$ cat config.mk
export PLATFORM = sky130hd
export DESIGN_NAME = dense_layer_sequencer
export DESIGN_NICKNAME = d
export VERILOG_FILES = /design/src/rtl/dense_pkg.sv /design/src/rtl/mac_unit.sv /design/src/rtl/dense_layer_sequencer.sv
export SDC_FILE = /design/constraint.sdc
export NUM_CORES = 1
export LEC_CHECK = 0
export BUFFER_PORTS_ARGS = -buffer_cell sky130_fd_sc_hd__buf_2
export CAP_MARGIN = 20
export CORE_AREA = 4 4 192 176
export DETAILED_ROUTE_END_ITERATION = 10
export DIE_AREA = 0 0 196 180
export PLACE_DENSITY = 0.57
export SYNTH_ARGS = -nofsm -noshare
export SYNTH_HDL_FRONTEND = slang
export SYNTH_SLANG_ARGS = --single-unit
$ cat constraint.sdc
create_clock -name clk -period 4.63 [get_ports clk]
set_clock_uncertainty 0.2 [all_clocks]
set_input_delay 0.463 -clock clk [delete_from_list [all_inputs] [get_ports clk]]
set_output_delay 0.463 -clock clk [all_outputs]
set_load 0.005 [all_outputs]
$ cat src/rtl/dense_pkg.sv
// Shared types and constants for the dense-layer sequencer; no logic, no latency.
// Holds the default layer geometry and the fixed-point shift helper used by the result path.
package dense_pkg;

  localparam int DEF_B     = 2;
  localparam int DEF_M     = 3;
  localparam int DEF_N     = 4;
  localparam int DEF_WIDTH = 16;
  localparam int DEF_FRAC  = 8;

  localparam int ACC_W = 2 * DEF_WIDTH;
  localparam int WA_W  = $clog2(DEF_M * DEF_N);
  localparam int XA_W  = $clog2(DEF_B * DEF_N);

  typedef enum logic [2:0] {
    IDLE  = 3'd0,
    MAC   = 3'd1,
    FLUSH = 3'd2,
    OUT   = 3'd3,
    DONE  = 3'd4
  } state_t;

  // Arithmetic right shift (floor toward -inf); the caller truncates to its result width.
  function automatic logic [63:0] fx_shift(input logic signed [63:0] v, input int frac);
    return 64'(v >>> frac);
  endfunction

endpackage

$ cat src/rtl/mac_unit.sv
// Signed WIDTH x WIDTH multiply into a wrapping 2*WIDTH accumulator; product lands 1 cycle after en.
// No flow control: clr wins over en, and the accumulator holds whenever en is low.
module mac_unit
  import dense_pkg::*;
#(
  parameter int WIDTH = DEF_WIDTH,
  parameter int AW    = 2 * DEF_WIDTH
) (
  input  logic            clk,
  input  logic            rst_n,
  input  logic            clr,
  input  logic            en,
  input  logic [WIDTH-1:0] a,
  input  logic [WIDTH-1:0] b,
  output logic [AW-1:0]   acc
);

  logic signed [AW-1:0] prod;

  assign prod = AW'($signed(a)) * AW'($signed(b));

  always_ff @(posedge clk or negedge rst_n) begin
    if (!rst_n) begin
      acc <= '0;
    end else if (clr) begin
      acc <= '0;
    end else if (en) begin
      acc <= acc + prod;
    end
  end

endmodule

$ cat src/rtl/dense_layer_sequencer.sv
// Time-multiplexed dense layer: one MAC, N+2 cycles per result, results in (b outer, m inner) order.
// Result outputs hold while res_valid && !res_ready; no reads are issued during back-pressure.
module dense_layer_sequencer
  import dense_pkg::*;
#(
  parameter int B     = DEF_B,
  parameter int M     = DEF_M,
  parameter int N     = DEF_N,
  parameter int WIDTH = DEF_WIDTH,
  parameter int FRAC  = DEF_FRAC
) (
  input  logic                                clk,
  input  logic                                rst_n,
  input  logic                                start,
  output logic                                busy,
  output logic                                done,
  output logic                                rd_en,
  output logic [$clog2(M*N)-1:0]              w_addr,
  input  logic [WIDTH-1:0]                    w_rdata,
  output logic [$clog2(B*N)-1:0]              x_addr,
  input  logic [WIDTH-1:0]                    x_rdata,
  output logic                                res_valid,
  input  logic                                res_ready,
  output logic [WIDTH-1:0]                    res_data,
  output logic [((B > 1) ? $clog2(B) : 1)-1:0] res_b,
  output logic [((M > 1) ? $clog2(M) : 1)-1:0] res_m
);

  localparam int AW  = 2 * WIDTH;
  localparam int WAW = $clog2(M * N);
  localparam int XAW = $clog2(B * N);
  localparam int BW  = (B > 1) ? $clog2(B) : 1;
  localparam int MW  = (M > 1) ? $clog2(M) : 1;
  localparam int JW  = (N > 1) ? $clog2(N) : 1;

  state_t        state, state_n;
  logic [BW-1:0] b_q, b_n;
  logic [MW-1:0] m_q, m_n;
  logic [JW-1:0] j_q, j_n;
  logic          acc_clr;
  logic          rd_vld;
  logic [AW-1:0] acc;

  always_ff @(posedge clk or negedge rst_n) begin
    if (!rst_n) begin
      state  <= IDLE;
      b_q    <= '0;
      m_q    <= '0;
      j_q    <= '0;
      rd_vld <= 1'b0;
      w_addr <= '0;
      x_addr <= '0;
    end else begin
      state  <= state_n;
      b_q    <= b_n;
      m_q    <= m_n;
      j_q    <= j_n;
      rd_vld <= rd_en;
      // Addresses only move when a read is about to be issued, so they hold otherwise.
      if (state_n == MAC) begin
        w_addr <= WAW'(int'(m_n) * N + int'(j_n));
        x_addr <= XAW'(int'(b_n) * N + int'(j_n));
      end
    end
  end

  always_comb begin
    state_n = state;
    b_n     = b_q;
    m_n     = m_q;
    j_n     = j_q;
    acc_clr = 1'b0;
    case (state)
      IDLE: begin
        if (start) begin
          state_n = MAC;
          b_n     = '0;
          m_n     = '0;
          j_n     = '0;
          acc_clr = 1'b1;
        end
      end
      MAC: begin
        if (j_q == JW'(N - 1)) begin
          state_n = FLUSH;
        end else begin
          j_n = j_q + 1'b1;
        end
      end
      FLUSH: state_n = OUT;
      OUT: begin
        if (res_ready) begin
          acc_clr = 1'b1;
          j_n     = '0;
          if (m_q == MW'(M - 1)) begin
            m_n = '0;
            b_n = (b_q == BW'(B - 1)) ? '0 : b_q + 1'b1;
          end else begin
            m_n = m_q + 1'b1;
          end
          state_n = (b_q == BW'(B - 1) && m_q == MW'(M - 1)) ? DONE : MAC;
        end
      end
      DONE:    state_n = IDLE;
      default: state_n = IDLE;
    endcase
  end

  assign busy      = (state != IDLE);
  assign done      = (state == DONE);
  assign rd_en     = (state == MAC);
  assign res_valid = (state == OUT);
  // acc, b_q and m_q only change on a handshake, so these are stable under back-pressure.
  assign res_data  = WIDTH'(fx_shift(64'($signed(acc)), FRAC));
  assign res_b     = b_q;
  assign res_m     = m_q;

  mac_unit #(
    .WIDTH (WIDTH),
    .AW    (AW)
  ) u_mac (
    .clk   (clk),
    .rst_n (rst_n),
    .clr   (acc_clr),
    .en    (rd_vld),
    .a     (w_rdata),
    .b     (x_rdata),
    .acc   (acc)
  );

endmodule
# [Yosys cells after proc, flatten, opt, wreduce, memory -nomap -nowiden]
# Cells that the tools add are included.
# Widths: inputs -> output; s select.
[classes] addsub=6 mul=1 eq_ne=7 muxes=23 reduce_logical=4
[ops] operator="$mux 32" count=2
[ops] operator="$add 32x32->32" count=1
[ops] operator="$mul 16x16->32" count=1
[ops] operator="$mux 2" count=6
[ops] operator="$mux 3" count=4
[ops] operator="$pmux 3 s4" count=1
[ops] operator="$eq 3x1->1 const B" count=2
[ops] operator="$eq 3x2->1 const B" count=2
[ops] operator="$mux 1" count=6
[ops] operator="$pmux 2 s3" count=1
[ops] operator="$add 2x1->2 const B" count=2
[ops] operator="$add 4x2->4" count=1
[ops] operator="$eq 2x2->1 const B" count=2
[ops] operator="$pmux 1 s2" count=2
[ops] operator="$pmux 2 s2" count=1
[ops] operator="$add 3x2->3" count=1
[ops] operator="$eq 3x3->1 const B" count=1
[ops] operator="$logic_not 3->1" count=1
[ops] operator="$reduce_bool 3->1" count=1
[ops] operator="$reduce_bool 2->1" count=1
[ops] operator="$add 1x1->1 const B" count=1
[ops] operator="$logic_and 1x1->1" count=1
[totals] reg_bits=48 input_bits=36 out_inout_bits=30 elab_cells=49

# [Longest topological paths before layout]
[logic_depth] ltp_word=6 depth_mapped=23 mapped_depth_nobuf=21

# [Cells and area by module]
# From an unflattened synthesis, not the netlist that was laid out.
[hier_totals] cells_unflattened=1354 hier_area_um2=12897.4
[by_module_without_submodules] mod="mac_unit" n_inst=1 cells_per_inst=1300 area_per_inst_um2=12223.0 seq_area_each_um2=800.8
[by_module_without_submodules] mod="dense_layer_sequencer" n_inst=1 cells_per_inst=54 area_per_inst_um2=674.4 seq_area_each_um2=350.3

# [Worst setup path before layout]
# Ideal clock, no wire load.
[synth_timing] path_type="input port to flip-flop" start="input port x_rdata[7]" end="register u_mac.acc[22]" setup_time_ps=65 arrival_time_ps=5814 t_required_ps=4365 path_slack_ps=-1449 cell_stages=22 n_path_buf=2 cell_sequence="clkbuf_1 -> clkbuf_1 -> nand2_1 -> fa_1 -> inv_1 -> fa_1 -> inv_1 -> fa_1 -> inv_1 -> fa_1 -> fa_1 -> inv_1 -> fa_1 -> inv_1 -> ha_1 -> a21o_1 -> a21o_1 -> a21oi_1 -> o21ai_0 -> o21ai_0 -> mux2_2 -> nand2_1"
[synth_between] elab_chain_len=4
[synth_rtl] element="from (decl)" line="dense_layer_sequencer.sv:21" rtl="input logic [WIDTH-1:0] x_rdata,"
[synth_rtl] element="$mul 16x16->32" line="mac_unit.sv:20" rtl="assign prod = AW'($signed(a)) * AW'($signed(b));"
[synth_rtl] element="$add 32x32->32" line="mac_unit.sv:28" rtl="acc <= acc + prod;"
[synth_rtl] element="$mux 32" line="mac_unit.sv:27" rtl="end else if (en) begin"
[synth_rtl] element="$mux 32" line="mac_unit.sv:25" rtl="end else if (clr) begin"
[synth_rtl] element="to (signal assigned)" line="mac_unit.sv:28"
[synth_rtl] element="to (decl)" line="mac_unit.sv:15" rtl="output logic [AW-1:0] acc"
# Every way passes these cells. The select of a mux whose other input is x is not followed.
# A chain may end at the register's enable or synchronous reset.

# [Worst setup path in the final report]
[layout_timing] start="input port w_rdata[8]" end="register u_mac.acc[20]"
[layout_between] elab_chain_len=4
[layout_rtl] element="from (decl)" line="dense_layer_sequencer.sv:19" rtl="input logic [WIDTH-1:0] w_rdata,"
[layout_rtl] element="$mul 16x16->32" line="mac_unit.sv:20"
[layout_rtl] element="$add 32x32->32" line="mac_unit.sv:28"
[layout_rtl] element="$mux 32" line="mac_unit.sv:27"
[layout_rtl] element="$mux 32" line="mac_unit.sv:25"
# Every way passes these cells. The select of a mux whose other input is x is not followed.

==> impl_metrics.json <==
{
  "yosysUniqueCellTypes": 50,
  "post-dp-hpwl_um": 22600,
  "worstMarginPinSlew_ns": 0.864,
  "nets": 1655,
  "cp_common_cell": "fa_1",
  "setup.worst_path.start": "w_rdata[8]",
  "reg2reg_to": "u_mac.acc[20]",
  "place_congestion": 0.834,
  "synth_flop_cell": "dfrtp_1",
  "critical_path_buf_inv_count": 5,
  "cts.sinks": 38,
  "grt-busiest-layer": "met2",
  "root_buffer": "clkbuf_16",
  "met3_usage_pct": 2.73,
  "place_inst": 1711,
  "violations": "setup timing",
  "drc": 0,
  "final_util_pct": 41.9,
  "fin_ws_ns": -0.811,
  "critical_path.endpoint": "u_mac.acc[20]",
  "drive_above_1_share_pct": 29.6,
  "fin_area_sq_mm": 0.0133,
  "max_freq_ghz": 0.184,
  "die_w_um": 196,
  "antenna_cells": 0,
  "die_area_sq_mm": 0.0353,
  "cp.arrival_ns": 5.39,
  "cts.clk_slew.worst_paths_ns": 0.06,
  "io_pins": 66,
  "critPathMaxFanout": 8,
  "numCtsBuffers": 5,
  "start_kind": "input port",
  "seq_area_frac_synth_pct": 9.17,
  "r2r-start": "u_mac.acc[15]",
  "drt-pass1-iter-count": 4,
  "grt_use_met2_pct": 24.6,
  "multi_input_area_sq_mm": 0.00856,
  "synth_top_area_cell": "fa_1",
  "hold_viol_final": 0,
  "die_h_um": 180,
  "rows": 62,
  "max_cap_violations": 0,
  "hold_path.class": "input port to flip-flop",
  "seq_area_sq_um": 951,
  "syn_inst": 1160,
  "fin_crit_sh_pct": 118,
  "mappedNetlistArea_sq_mm": 0.0104,
  "synth_edf_count": 0,
  "ys_seq_elements": 38,
  "h-tree-depth": 2,
  "drtIter0Drc": 331,
  "final_cell_mix": "inv_1, fa_1, buf_4",
  "vias": 7811,
  "overflow": 0,
  "crit_family": "adder cells",
  "relSlewSlack_pct": 42.4,
  "status": "finished with violations",
  "period_needed_ns": 5.44,
  "antenna_found_initial": 0,
  "grt_setup_unrepaired": "yes",
  "syn_to_final_growth_pct": 27.9,
  "wl_um": 26200,
  "cp-end-kind": "flip-flop",
  "met1_usage_pct": 22.1,
  "viasPerCell": 4.48,
  "crit_type": "input port to flip-flop",
  "required_ns": 4.58,
  "initial_core_util_pct": 32.8,
  "synth_top_area_share_pct": 40.3,
  "coreArea_sq_mm": 0.0317,
  "crit_path_max_incr_delay_ns": 0.57,
  "fillers": 3124,
  "syn_avg_cell_area_sq_um": 8.94,
  "final_common_cell": "inv_1",
  "port-buffer-count": 65,
  "grt_max_degree": 39,
  "track_usage_pct": 15.3,
  "postRouteAntennaNets": 0,
  "rr_worst_depth": 17,
  "cts_tree": "built",
  "synth_fp_nets": 1487,
  "cp_slowest_cell": "fa_2",
  "layout.cells.non_filler": 1745,
  "ys_async_sr_fraction_pct": 100,
  "grt_pass1_wl_um": 44000,
  "setup_viol": 15,
  "wire_per_inst_um": 15.0,
  "yosysWarnings": 0,
  "reg2reg_slack_ns": -0.18,
  "clockBufferDepth": 2,
  "worstPathCellList": "buf_12 -> and2_4 -> fa_1 -> inv_2 -> fa_2 -> fa_1 -> fa_1 -> inv_1 -> fa_1 -> inv_2 -> fa_1 -> inv_2 -> ha_4 -> a21o_1 -> a21o_1 -> a21oi_2 -> o211ai_1 -> o211ai_1 -> xor2_1 -> a21oi_1",
  "grt_pass1_vias": 8454,
  "placed_area_sq_mm": 0.0121,
  "slew_viol_final": 0,
  "synth_area_leaders": "fa_1, inv_1, ha_1",
  "path_depth": 20,
  "clk_latency_ns": 0.29
}
per-stage QoR:
stage,hold slack (ns),setup slack (ns),setup TNS (ns)
final,0.282,-0.811,-9.41
after global placement,0.286,-1.32,-17.18
after floorplan,-0.0326,-1.11,-10.38
after detailed placement,0.296,-1.34,-17.31
after global routing,0.288,-0.956,-11.67
after CTS,0.169,-0.847,-9.83
worst register-to-register path: stages (launching register included):
cell and delay [ns]:
dfrtp_1 0.36, inv_1 0.07, fa_1 0.51, inv_1 0.05, fa_1 0.52, fa_1 0.45, fa_1 0.54, inv_1 0.05
fa_1 0.49, inv_2 0.05, ha_4 0.23, a21o_1 0.15, a21o_1 0.16, a21oi_2 0.17, o211ai_1 0.12, o211ai_1 0.21
xor2_1 0.26, a21oi_1 0.10
cell type report:
class / instances / share of cell area [%]
clock buffers: 5 / 0.943
clock inverters: 3 / 0.519
inverters: 317 / 8.97
multi-input cells: 743 / 64.6
flip-flops and latches: 38 / 7.17
well taps: 416 / 3.92
repair buffers: 223 / 13.9
kinds of logic (layout without fill, tap and decap cells):
kind of cell,Yosys count,in the layout,synth area share [%]
buffers and inverters,379,548,14.6
AND/OR/NAND/NOR,321,321,16.2
adder cells (fa/ha/maj),291,291,50.2
AO/OA/AOI/OAI,76,76,4.67
XOR/XNOR,38,38,3.34
flip-flops,38,38,9.17
multiplexers,17,17,1.71
state kept, by name (all words and copies together), names as in the netlist:
signal and count:
u_mac.acc 24, rd_vld 1, w_addr 4, state 3
res_b 1, j_q 2, x_addr 1, res_m 2
Yosys cell counts, types with 3 or more instances:
| master | count |
|---|---|
| a21oi_1 | 22 |
| ha_1 | 82 |
| mux2i_1 | 11 |
| o21ai_0 | 15 |
| and2_1 | 131 |
| nand4_1 | 5 |
| xor2_1 | 8 |
| mux2_2 | 6 |
| buf_6 | 3 |
| clkbuf_1 | 37 |
| nor3_1 | 6 |
| nor2b_1 | 3 |
| nand2_1 | 107 |
| inv_1 | 317 |
| buf_2 | 3 |
| dfrtp_1 | 38 |
| and3_1 | 5 |
| nand2b_1 | 9 |
| nand3_1 | 5 |
| xnor2_1 | 29 |
| nor2_1 | 33 |
| o21bai_1 | 6 |
| buf_4 | 18 |
| nand3b_1 | 8 |
| a31oi_1 | 3 |
| a21o_1 | 11 |
| a211oi_1 | 3 |
| fa_1 | 209 |
worst min path at each step:
stage               from         to  cells past startpoint
6_report       res_ready   state[2]                      2
5_1_grt        res_ready   state[2]                      2
4_1_cts            rst_n  x_addr[2]                      1
3_5_place_dp   x_addr[2]  x_addr[2]                      1
3_3_place_gp   x_addr[2]  x_addr[2]                      1
2_1_floorplan      rst_n     j_q[0]                      0
metal layers:
metal | up-vias | routed length, um
li1 | 3704 | -
met1 | 3968 | 12300
met2 | 115 | 12300
met3 | 24 | 1100
met4 | 0 | 410
met5 | - | 0
repair_timing:
item | 4_1_cts | 5_1_grt
resized for setup | 148 | 76
pin swaps | 85 | 86
endpoints found under the setup margin | 17 | 16
cloned | 0 | 1
hold buffers | 0 | 1
hold endpoints to repair | 0 | 4
setup buffers | 17 | 7
Power is not shown: default switching activity piles up to over one toggle a cycle in this logic, so the estimate is an artifact.
